## config.mk

```make
export PLATFORM = sky130hd
export DESIGN_NAME = sd_block_arbiter
export DESIGN_NICKNAME = d
export VERILOG_FILES = /design/src/rtl/sd_arb_pkg.sv /design/src/rtl/rr_arbiter.sv /design/src/rtl/sd_block_arbiter.sv
export SDC_FILE = /design/constraint.sdc
export NUM_CORES = 1
export LEC_CHECK = 0
export BUFFER_PORTS_ARGS = -buffer_cell sky130_fd_sc_hd__buf_2
export CAP_MARGIN = 15
export CORE_AREA = 2 2 104 106
export CTS_CLUSTER_DIAMETER = 50
export CTS_CLUSTER_SIZE = 16
export DETAILED_ROUTE_END_ITERATION = 8
export DIE_AREA = 0 0 106 108
export GPL_TIMING_DRIVEN = 0
export PLACE_DENSITY = 0.74
export SKIP_LAST_GASP = 1
export SYNTH_ARGS = -nofsm -noshare
export SYNTH_HDL_FRONTEND = slang
export SYNTH_SLANG_ARGS = --single-unit
```

## constraint.sdc

```tcl
create_clock -name clk_sys -period 3.1 [get_ports clk_sys]
set_clock_uncertainty 0.15 [all_clocks]
set_input_delay 0.62 -clock clk_sys [delete_from_list [all_inputs] [get_ports clk_sys]]
set_output_delay 0.62 -clock clk_sys [all_outputs]
set_load 0.03 [all_outputs]
```

## src/rtl/sd_arb_pkg.sv

```systemverilog
// Shared types and helpers for the block-device request arbiter.
// Provides the FSM state type and a round-robin pick function for up to eight channels.
package sd_arb_pkg;

  localparam int unsigned LBA_W      = 32;
  localparam int unsigned MAX_DRIVES = 8;

  typedef enum logic [1:0] {
    IDLE = 2'd0,
    REQ  = 2'd1,
    XFER = 2'd2
  } arb_state_t;

  typedef struct packed {
    logic       valid;
    logic [2:0] idx;
  } rr_pick_t;

  // First set bit of pend at or after ptr, wrapping at n; ptr is assumed < n.
  function automatic rr_pick_t rr_pick(input logic [MAX_DRIVES-1:0] pend,
                                       input logic [2:0]            ptr,
                                       input int unsigned           n);
    rr_pick_t    res;
    int unsigned j;
    res = '0;
    for (int unsigned k = 0; k < MAX_DRIVES; k++) begin
      if (k < n) begin
        j = {29'd0, ptr} + k;
        if (j >= n) j = j - n;
        if (!res.valid && pend[j[2:0]]) begin
          res.valid = 1'b1;
          res.idx   = j[2:0];
        end
      end
    end
    return res;
  endfunction

endpackage

```

## src/rtl/rr_arbiter.sv

```systemverilog
// Combinational N-way round-robin picker (N <= 8), reusable by multi-channel blocks.
// Grants the first requester at or after ptr_i.
module rr_arbiter
  import sd_arb_pkg::*;
#(
  parameter int unsigned N = 2,
  localparam int unsigned IW = (N > 1) ? $clog2(N) : 1
) (
  input  logic [N-1:0]  req_i,
  input  logic [IW-1:0] ptr_i,
  output logic          valid_o,
  output logic [IW-1:0] idx_o
);

  logic [MAX_DRIVES-1:0] req_ext;
  logic [2:0]            ptr_ext;
  rr_pick_t              pick;
  logic                  unused_idx;

  always_comb begin
    req_ext          = '0;
    req_ext[N-1:0]   = req_i;
    ptr_ext          = '0;
    ptr_ext[IW-1:0]  = ptr_i;
    pick             = rr_pick(req_ext, ptr_ext, N);
    valid_o          = pick.valid;
    idx_o            = pick.idx[IW-1:0];
  end

  assign unused_idx = ^pick.idx;

endmodule

```

## src/rtl/sd_block_arbiter.sv

```systemverilog
// N-drive arbiter between virtual drive controllers and the HPS sd_rd/sd_wr/sd_ack handshake.
// Latches requests per drive, grants round-robin, tracks mount/protect, times out missing acks.
module sd_block_arbiter
  import sd_arb_pkg::*;
#(
  parameter int unsigned NUM_DRIVES      = 2,
  parameter int unsigned TIMEOUT_CYCLES  = 0,
  parameter bit          WAIT_ON_PENDING = 1'b1
) (
  input  logic                          clk_sys,
  input  logic                          reset_n,
  input  logic [NUM_DRIVES-1:0]         drv_read,
  input  logic [NUM_DRIVES-1:0]         drv_write,
  input  logic [NUM_DRIVES*LBA_W-1:0]   drv_lba,
  input  logic [NUM_DRIVES-1:0]         img_mounted,
  input  logic [63:0]                   img_size,
  input  logic                          img_readonly,
  input  logic [NUM_DRIVES-1:0]         sd_ack,
  output logic [NUM_DRIVES*LBA_W-1:0]   sd_lba,
  output logic [NUM_DRIVES-1:0]         sd_rd,
  output logic [NUM_DRIVES-1:0]         sd_wr,
  output logic [NUM_DRIVES-1:0]         drv_mounted,
  output logic [NUM_DRIVES-1:0]         drv_protect,
  output logic [NUM_DRIVES-1:0]         drv_busy,
  output logic [NUM_DRIVES-1:0]         drv_done,
  output logic [NUM_DRIVES-1:0]         drv_error,
  output logic                          cpu_wait
);

  localparam int unsigned IW = (NUM_DRIVES > 1) ? $clog2(NUM_DRIVES) : 1;
  localparam int unsigned TW = (TIMEOUT_CYCLES > 0) ? $clog2(TIMEOUT_CYCLES + 1) : 1;
  localparam logic [TW-1:0] TMO_LAST = (TIMEOUT_CYCLES > 0) ? TW'(TIMEOUT_CYCLES - 1) : '0;
  localparam logic [IW-1:0] LAST_IDX = IW'(NUM_DRIVES - 1);

  arb_state_t                    state_q, state_d;
  logic [IW-1:0]                 grant_q, grant_d;
  logic [IW-1:0]                 ptr_q, ptr_d;
  logic [NUM_DRIVES-1:0]         rd_pend_q, rd_pend_d;
  logic [NUM_DRIVES-1:0]         wr_pend_q, wr_pend_d;
  logic [NUM_DRIVES*LBA_W-1:0]   lba_q, lba_d;
  logic [NUM_DRIVES-1:0]         mounted_q, mounted_d;
  logic [NUM_DRIVES-1:0]         protect_q, protect_d;
  logic [NUM_DRIVES-1:0]         ack_q;
  logic                          strobe_q, strobe_d;
  logic                          serv_wr_q, serv_wr_d;
  logic                          relatch_q, relatch_d;
  logic [TW-1:0]                 tmo_q, tmo_d;
  logic [NUM_DRIVES-1:0]         done_q, done_d;
  logic [NUM_DRIVES-1:0]         error_q, error_d;

  logic [NUM_DRIVES-1:0]         rd_ok, wr_ok, rejected, pend, grant_oh;
  logic                          pick_valid;
  logic [IW-1:0]                 pick_idx;
  logic                          ack_rise, ack_fall, tmo_expired;

  assign pend = rd_pend_q | wr_pend_q;

  rr_arbiter #(.N(NUM_DRIVES)) u_rr (
    .req_i   (pend),
    .ptr_i   (ptr_q),
    .valid_o (pick_valid),
    .idx_o   (pick_idx)
  );

  // Requests are validated against the registered flags, i.e. before any same-cycle mount event.
  always_comb begin
    rd_ok    = drv_read & mounted_q;
    wr_ok    = drv_write & mounted_q & ~protect_q;
    rejected = (drv_read & ~mounted_q) | (drv_write & ~wr_ok);
    for (int unsigned i = 0; i < NUM_DRIVES; i++) begin
      grant_oh[i] = (grant_q == IW'(i));
    end
  end

  assign ack_rise    = |(sd_ack & ~ack_q & grant_oh);
  assign ack_fall    = |(~sd_ack & ack_q & grant_oh);
  assign tmo_expired = (TIMEOUT_CYCLES != 0) && (tmo_q == TMO_LAST);

  always_comb begin
    mounted_d = mounted_q;
    protect_d = protect_q;
    for (int unsigned i = 0; i < NUM_DRIVES; i++) begin
      if (img_mounted[i]) begin
        mounted_d[i] = (img_size != 64'd0);
        protect_d[i] = img_readonly;
      end
    end
  end

  always_comb begin
    state_d   = state_q;
    grant_d   = grant_q;
    ptr_d     = ptr_q;
    strobe_d  = strobe_q;
    serv_wr_d = serv_wr_q;
    relatch_d = relatch_q;
    tmo_d     = tmo_q;
    done_d    = '0;
    error_d   = rejected;
    rd_pend_d = rd_pend_q | rd_ok;
    wr_pend_d = wr_pend_q | wr_ok;
    lba_d     = lba_q;

    for (int unsigned i = 0; i < NUM_DRIVES; i++) begin
      if ((rd_ok[i] || wr_ok[i]) && !((state_q != IDLE) && grant_oh[i])) begin
        lba_d[i*LBA_W +: LBA_W] = drv_lba[i*LBA_W +: LBA_W];
      end
    end

    // relatch remembers a same-type request on the granted drive that arrived after
    // its pending bit was already set, so the clear at ack/timeout does not swallow it.
    case (state_q)
      IDLE: begin
        if (pick_valid) begin
          grant_d   = pick_idx;
          serv_wr_d = ~rd_pend_q[pick_idx];
          relatch_d = rd_pend_q[pick_idx] ? rd_ok[pick_idx] : wr_ok[pick_idx];
          strobe_d  = 1'b1;
          tmo_d     = '0;
          state_d   = REQ;
        end
      end
      REQ: begin
        relatch_d = relatch_q | (|(grant_oh & (serv_wr_q ? wr_ok : rd_ok)));
        if (tmo_q != '1) tmo_d = tmo_q + TW'(1);
        if (ack_rise || tmo_expired) begin
          strobe_d = 1'b0;
          if (!relatch_d) begin
            if (serv_wr_q) wr_pend_d[grant_q] = 1'b0;
            else           rd_pend_d[grant_q] = 1'b0;
          end
          relatch_d = 1'b0;
          if (ack_rise) begin
            state_d = XFER;
          end else begin
            error_d[grant_q] = 1'b1;
            state_d          = IDLE;
          end
        end
      end
      XFER: begin
        if (ack_fall) begin
          done_d[grant_q] = 1'b1;
          ptr_d           = (grant_q == LAST_IDX) ? '0 : grant_q + IW'(1);
          state_d         = IDLE;
        end
      end
      default: state_d = IDLE;
    endcase
  end

  always_ff @(posedge clk_sys or negedge reset_n) begin
    if (!reset_n) begin
      state_q   <= IDLE;
      grant_q   <= '0;
      ptr_q     <= '0;
      rd_pend_q <= '0;
      wr_pend_q <= '0;
      lba_q     <= '0;
      mounted_q <= '0;
      protect_q <= '0;
      ack_q     <= '0;
      strobe_q  <= 1'b0;
      serv_wr_q <= 1'b0;
      relatch_q <= 1'b0;
      tmo_q     <= '0;
      done_q    <= '0;
      error_q   <= '0;
    end else begin
      state_q   <= state_d;
      grant_q   <= grant_d;
      ptr_q     <= ptr_d;
      rd_pend_q <= rd_pend_d;
      wr_pend_q <= wr_pend_d;
      lba_q     <= lba_d;
      mounted_q <= mounted_d;
      protect_q <= protect_d;
      ack_q     <= sd_ack;
      strobe_q  <= strobe_d;
      serv_wr_q <= serv_wr_d;
      relatch_q <= relatch_d;
      tmo_q     <= tmo_d;
      done_q    <= done_d;
      error_q   <= error_d;
    end
  end

  assign sd_lba      = lba_q;
  assign sd_rd       = (strobe_q && !serv_wr_q) ? grant_oh : '0;
  assign sd_wr       = (strobe_q &&  serv_wr_q) ? grant_oh : '0;
  assign drv_mounted = mounted_q;
  assign drv_protect = protect_q;
  assign drv_busy    = pend | ((state_q != IDLE) ? grant_oh : '0);
  assign drv_done    = done_q;
  assign drv_error   = error_q;
  assign cpu_wait    = (state_q != IDLE) || (WAIT_ON_PENDING && (|pend));

endmodule

```

# Yosys cells after proc, flatten, opt, wreduce, memory -nomap -nowiden
# Cells that the tools add are included.
[word_totals]
mem_bits_rw = 0
out_inout_bits = 79
romBits = 0
latch_bits = 0
word_cells = 129
regBits = 85
input_bits = 139
memories = 0
[classes]
n_div = 0
eq_ne = 5
n_mul = 0
bitwise = 26
n_reduce_logical = 28
n_mux = 42
n_shift = 0
n_lt_le_gt_ge = 7
n_addsub = 4
[op_table]
columns = ["operator", "count"]
rows = [
  ["nonzero test 64 bit", 1],
  ["two-way mux 2 bit", 17],
  ["greater-or-equal comparator 32 x 2 -> 1 bit, second input constant", 1],
  ["bitwise AND 2 bit", 12],
  ["two-way mux 1 bit", 15],
  ["NOT 2 bit", 6],
  ["bitwise OR 2 bit", 5],
  ["logical AND 1 bit", 8],
  ["< comparator 3 x 4 -> 1 bit, second input constant", 2],
  ["two-way mux 4 bit", 2],
  ["OR reduction 2 bit", 4],
  ["binary-select mux 1 bit (select 3 bit)", 2],
  ["two-way mux 3 bit", 2],
  ["case mux 2 bit (3 select lines)", 1],
  ["AND reduction 2 bit", 3],
  ["AND reduction 3 bit", 2],
  ["zero test 1 bit", 4],
  ["< comparator 1 x 2 -> 1 bit, second input constant", 2],
  ["!= test 2 bit, second input constant", 2],
  ["case mux 1 bit (2 select lines)", 2],
  ["nonzero test 2 bit", 2],
  ["logical OR 1 bit", 3],
  ["subtractor 1 x 2 -> 3 bit, second input constant", 1],
  ["subtractor 3 x 2 -> 3 bit, second input constant", 1],
  ["11 further kinds", 12],
]

# Logic depth before layout (Yosys ltp)
[depth]
depth_word = 13
depth_mapped = 6
ltp_nobuf = 5

# Cells and area by module
# Synthesis repeated with hierarchy kept, for this count alone.
[unflattened]
hier_cells = 265
area_unflattened_um2 = 3580.9
[modules_own_cells]
columns = ["module", "seq_area_each_um2", "cells_per_inst", "area_per_inst_um2", "instances"]
rows = [
  ["sd_block_arbiter", 2127.0, 262, 3563.4, 1],
  ["rr_arbiter", 0.0, 3, 17.5, 1],
]

# Worst setup path before layout
# Ideal clock, no wire load.
[synth_path]
kind = "flip-flop to output port"
startpoint = "register grant_q"
endpoint = "output drv_busy[0]"
slack_ns = 1.066
stages_incl_launch_ff = 3
path_buffers = 1
arrival_time_ns = 1.264
t_required_ns = 2.330
path_cell_list = "dfrtp_1 buf_6 o21ai_0"
[synth_between]
elab_chain_cells = 3
[synth_rtl]
columns = ["item", "line_no", "source"]
rows = [
  ["start, declared", "sd_block_arbiter.sv:36", "logic [IW-1:0] grant_q, grant_d;"],
  ["start signal, assigned", "sd_block_arbiter.sv:171", "grant_q <= grant_d;"],
  ["NOT 1 bit", "sd_block_arbiter.sv:71", "grant_oh[i] = (grant_q == IW'(i));"],
  ["two-way mux 2 bit", "sd_block_arbiter.sv:193", "assign drv_busy = pend | ((state_q != IDLE) ? grant_oh : '0);"],
  ["bitwise OR 2 bit", "sd_block_arbiter.sv:193", ""],
  ["end, declared", "sd_block_arbiter.sv:24", "output logic [NUM_DRIVES-1:0] drv_busy,"],
]
# Every way passes these cells.

# Worst setup path after layout
[layout_path]
startpoint = "register wr_pend_q[0]"
endpoint = "output cpu_wait"
[layout_between]
elab_chain_cells = 3
[layout_rtl]
columns = ["item", "line_no", "source"]
rows = [
  ["start, declared", "sd_block_arbiter.sv:39", "logic [NUM_DRIVES-1:0] wr_pend_q, wr_pend_d;"],
  ["start signal, assigned", "sd_block_arbiter.sv:174", "wr_pend_q <= wr_pend_d;"],
  ["bitwise OR 2 bit", "sd_block_arbiter.sv:56", "assign pend = rd_pend_q | wr_pend_q;"],
  ["OR reduction 2 bit", "sd_block_arbiter.sv:196", "assign cpu_wait = (state_q != IDLE) || (WAIT_ON_PENDING && (|pend));"],
  ["logical OR 1 bit", "sd_block_arbiter.sv:196", ""],
  ["end, declared", "sd_block_arbiter.sv:27", "output logic cpu_wait"],
]
# Every way passes these cells.

==> run_results.csv <==
group,metric,value,unit
die,chipHeight,108,um
routing,vias,2997,
global_routing,antenna_found_initial,0,
power_and_ir_drop,p_sw_frac,0.4328,
synthesis,synthCells,256,
finish,stdcell_count,626,
setup_path,slowest_delay,0.51,ns
timing,drv_slew,0,
power_and_ir_drop,fin_total_pwr,5.193,mW
routing,routed_wl,9172,um
synthesis,syn_nets,395,
timing,finalSetupViolCount,0,
setup_path,r2r_cells,4,
cts,clockBufferDepth,2,
cts,cts_buffers,9,
timing,rsz0062_at_grt,"false",
synthesis,ys_types,39,
routing,drtIter0Drc,101,
setup_path,end_kind,"output port",
placement,place.port_buffers,217,
timing,hold_viol,0,
power_and_ir_drop,p_leak,2.446,nW
die,start_util,0.3452,
finish,final_cell_mix,"buf_2 (217), dfrtp_1 (85), mux2_1 (36), mux2_2 (31), nor4_1 (18)",
finish,final_common_cell,"buf_2",
synthesis,ys_ff_latch,85,
power_and_ir_drop,p_comb_frac,0.478,
synthesis,ys_warn_count,0,
setup_path,cp.depth,3,
timing,slew_headroom,0.6546,
synthesis,synth_flop_cell,"dfrtp_1",
cts,clk_latency,0.35,ns
setup_path,path_cells,"nor4_1, nand2_1, buf_2",
timing,setup_tns,0,ns
die,die-area,11450,um2
setup_path,cp.required,2.33,ns
outcome,status,"completed",
placement,dpl.cell_count,610,
cts,cts.clk_slew.worst_paths,0.09,ns
finish,finalInstanceArea,5041,um2
die,boundaryPins,218,
die,fp.dieW,106,um
setup_path,cp.arrival,1.59,ns
worst_hold_path,holdCritPathClass,"in -> async",
routing,vias_per_cell,4.788,
cts,post_cts.repair.setup_buffers,0,
setup_path,worst_r2r_endpoint,"sd_lba[27]$_DFFE_PN0P_",
setup_path,cp_slowest_cell,"nor4_1",
synthesis,synth_area,3532,um2
finish,syn_to_final_growth,42.72,%
synthesis,synth_edf_count,0,
setup_path,cp-startpoint,"wr_pend_q[0]$_DFF_PN0_",
power_and_ir_drop,pwr-share-clk,0.168,
timing,max_clock_freq,424.0,MHz
power_and_ir_drop,p_switching,2.248,mW
cts,cts_hold_repair.buffers,0,
setup_path,rr_startpoint,"drv_mounted[0]$_DFFE_PN0P_",
global_routing,grt_max_degree,56,
timing,finalCritPeriodShare,0.7608,
global_routing,overflow,0,
cts,cts_resized,0,
power_and_ir_drop,ir_drop,0.4143,mV
cts,cts_tree,"built",
job,cap_violations,0,
power_and_ir_drop,power_density,1030,nW/um2
placement,hpwl,7451,um
cts,cts_root_buf,"clkbuf_8",
power_and_ir_drop,internal_power,2.945,mW
routing,drc,0,
routing,routedWlPerCell,14.65,um
routing,ant_nets,0,
placement,dpl_cell_area,4818,um2
setup_path,start_kind,"flop",
cts,htree_num_levels,3,
synthesis,avgSynthCellArea,13.80,um2
setup_path,crit_path_max_fanout,4,
finish,final_layout_size_suffix_gt1_frac,0.5653,
power_and_ir_drop,sequentialPowerShare,0.354,
cts,clock_sinks,85,
routing,dr.pass1.iters,6,
timing,worstMarginPinSlew,0.5133,ns
placement,gp_congestion,0.8350,
timing,min_period,2.359,ns
global_routing,grtUsageTotal,0.1590,
die,floorplan.rows,37,
setup_path,worst-path-buf-inv,1,
finish,layout.nets,624,
global_routing,grt_pass1_vias,3008,
setup_path,reg2reg_slack,1.19,ns
setup_path,crit_family,"simple AND/OR/NAND/NOR gates",
global_routing,grt_pass1_wl,14120,um
synthesis,synth_seq_area_share,0.6022,
setup_path,endpoint,"cpu_wait",
setup_path,worstSetupPathType,"reg -> out",
die,core,10230,um2
finish,diodes,0,
synthesis,synthArstFlopShare,1.000,
==> how the worst min path moves through the flow <==
stage / end / slack [ns] / cells past startpoint
after floorplan: ack_q[0]$_DFF_PN0_ / 0.17 / 0
after global routing: sd_lba[57]$_DFFE_PN0P_ / 0.05 / 1
after CTS: sd_lba[53]$_DFFE_PN0P_ / 0.04 / 1
final: sd_lba[57]$_DFFE_PN0P_ / 0.05 / 1
after global placement: sd_lba[55]$_DFFE_PN0P_ / 0.32 / 1
after detailed placement: sd_lba[44]$_DFFE_PN0P_ / 0.33 / 1
==> flip-flops by register name (all words and copies together), names as in the netlist, 2 cells and up <==
name         flops
drv_mounted      2
drv_error        2
state_q          2
drv_protect      2
wr_pend_q        2
rd_pend_q        2
drv_done         2
ack_q            2
sd_lba          64
==> metal layers <==
layer	GRT usage	up-vias	share of wire
met5	0	-	0
met4	0.06203	0	0.012
met3	0.03677	9	0.078
met2	0.3023	165	0.54
met1	0.1708	1420	0.37
li1	-	1403	-
==> Yosys cell counts (all sizes together), types with 2 or more instances <==
cell	number	area share
nor2b	4	0.0071
and2	3	0.0053
nor3	2	0.0028
nand4	4	0.0071
nand2	12	0.013
nand2b	3	0.0053
o32a	4	0.011
buf	8	0.017
o21ai	6	0.0096
and3b	2	0.0050
inv	3	0.0032
a21oi	3	0.0042
mux2	67	0.21
and3	3	0.0053
dfrtp	85	0.60
a31oi	4	0.0089
nor2	10	0.011
o22ai	3	0.0089
nor4	18	0.032
==> power by group through the flow <==
stage,registers (mW),logic [mW],clock network [mW]
after floorplan,2.68,0.887,0
after global placement,1.82,2.47,0
after detailed placement,1.86,2.51,0
after CTS,1.84,2.52,0.905
after global routing,1.90,2.64,0.961
final,1.84,2.48,0.874
==> cells by family (layout without fill, tap and decap cells) <==
kind of cell	after synthesis	after routing	share of synthesized area
flip-flops	85	85	0.6022
AO/OA/AOI/OAI	26	26	0.05703
multiplexers	68	68	0.2164
buffers and inverters	11	245	0.02054
AND/OR/NAND/NOR	66	66	0.1038
==> stage by stage <==
| stage | util | setup WS [ns] | hold WS [ns] |
|---|---|---|---|
| after floorplan | - | 1.066 | 0.1744 |
| after global placement | 0.4680 | 0.6319 | 0.3193 |
| after detailed placement | 0.4710 | 0.8684 | 0.3262 |
| after CTS | 0.4927 | 0.7490 | 0.03879 |
| after global routing | 0.4927 | 0.6257 | 0.05360 |
| final | 0.4927 | 0.7414 | 0.04698 |
==> worst register-to-register path, delay by kind of cell, from the launching register on <==
family,cells,cell delay [ns]
and+or+nand+nor,1,0.26
DFF,1,0.44
AOI/OAI and AO/OA,1,0.31
buffers and inverters,1,0.27
muxes,1,0.36
==> final cells by class <==
cell class / instances / area, um2
clock buffer: 10 / 127.6
multi-input combinational: 160 / 1333
inverter: 3 / 11.26
clock inverter: 6 / 95.09
buffer: 8 / 61.31
sequential: 85 / 2127
fill: 946 / 5190
timing repair buffer: 218 / 1116
tap: 136 / 170.2
No activity file was read; power rests on OpenSTA's default activity.
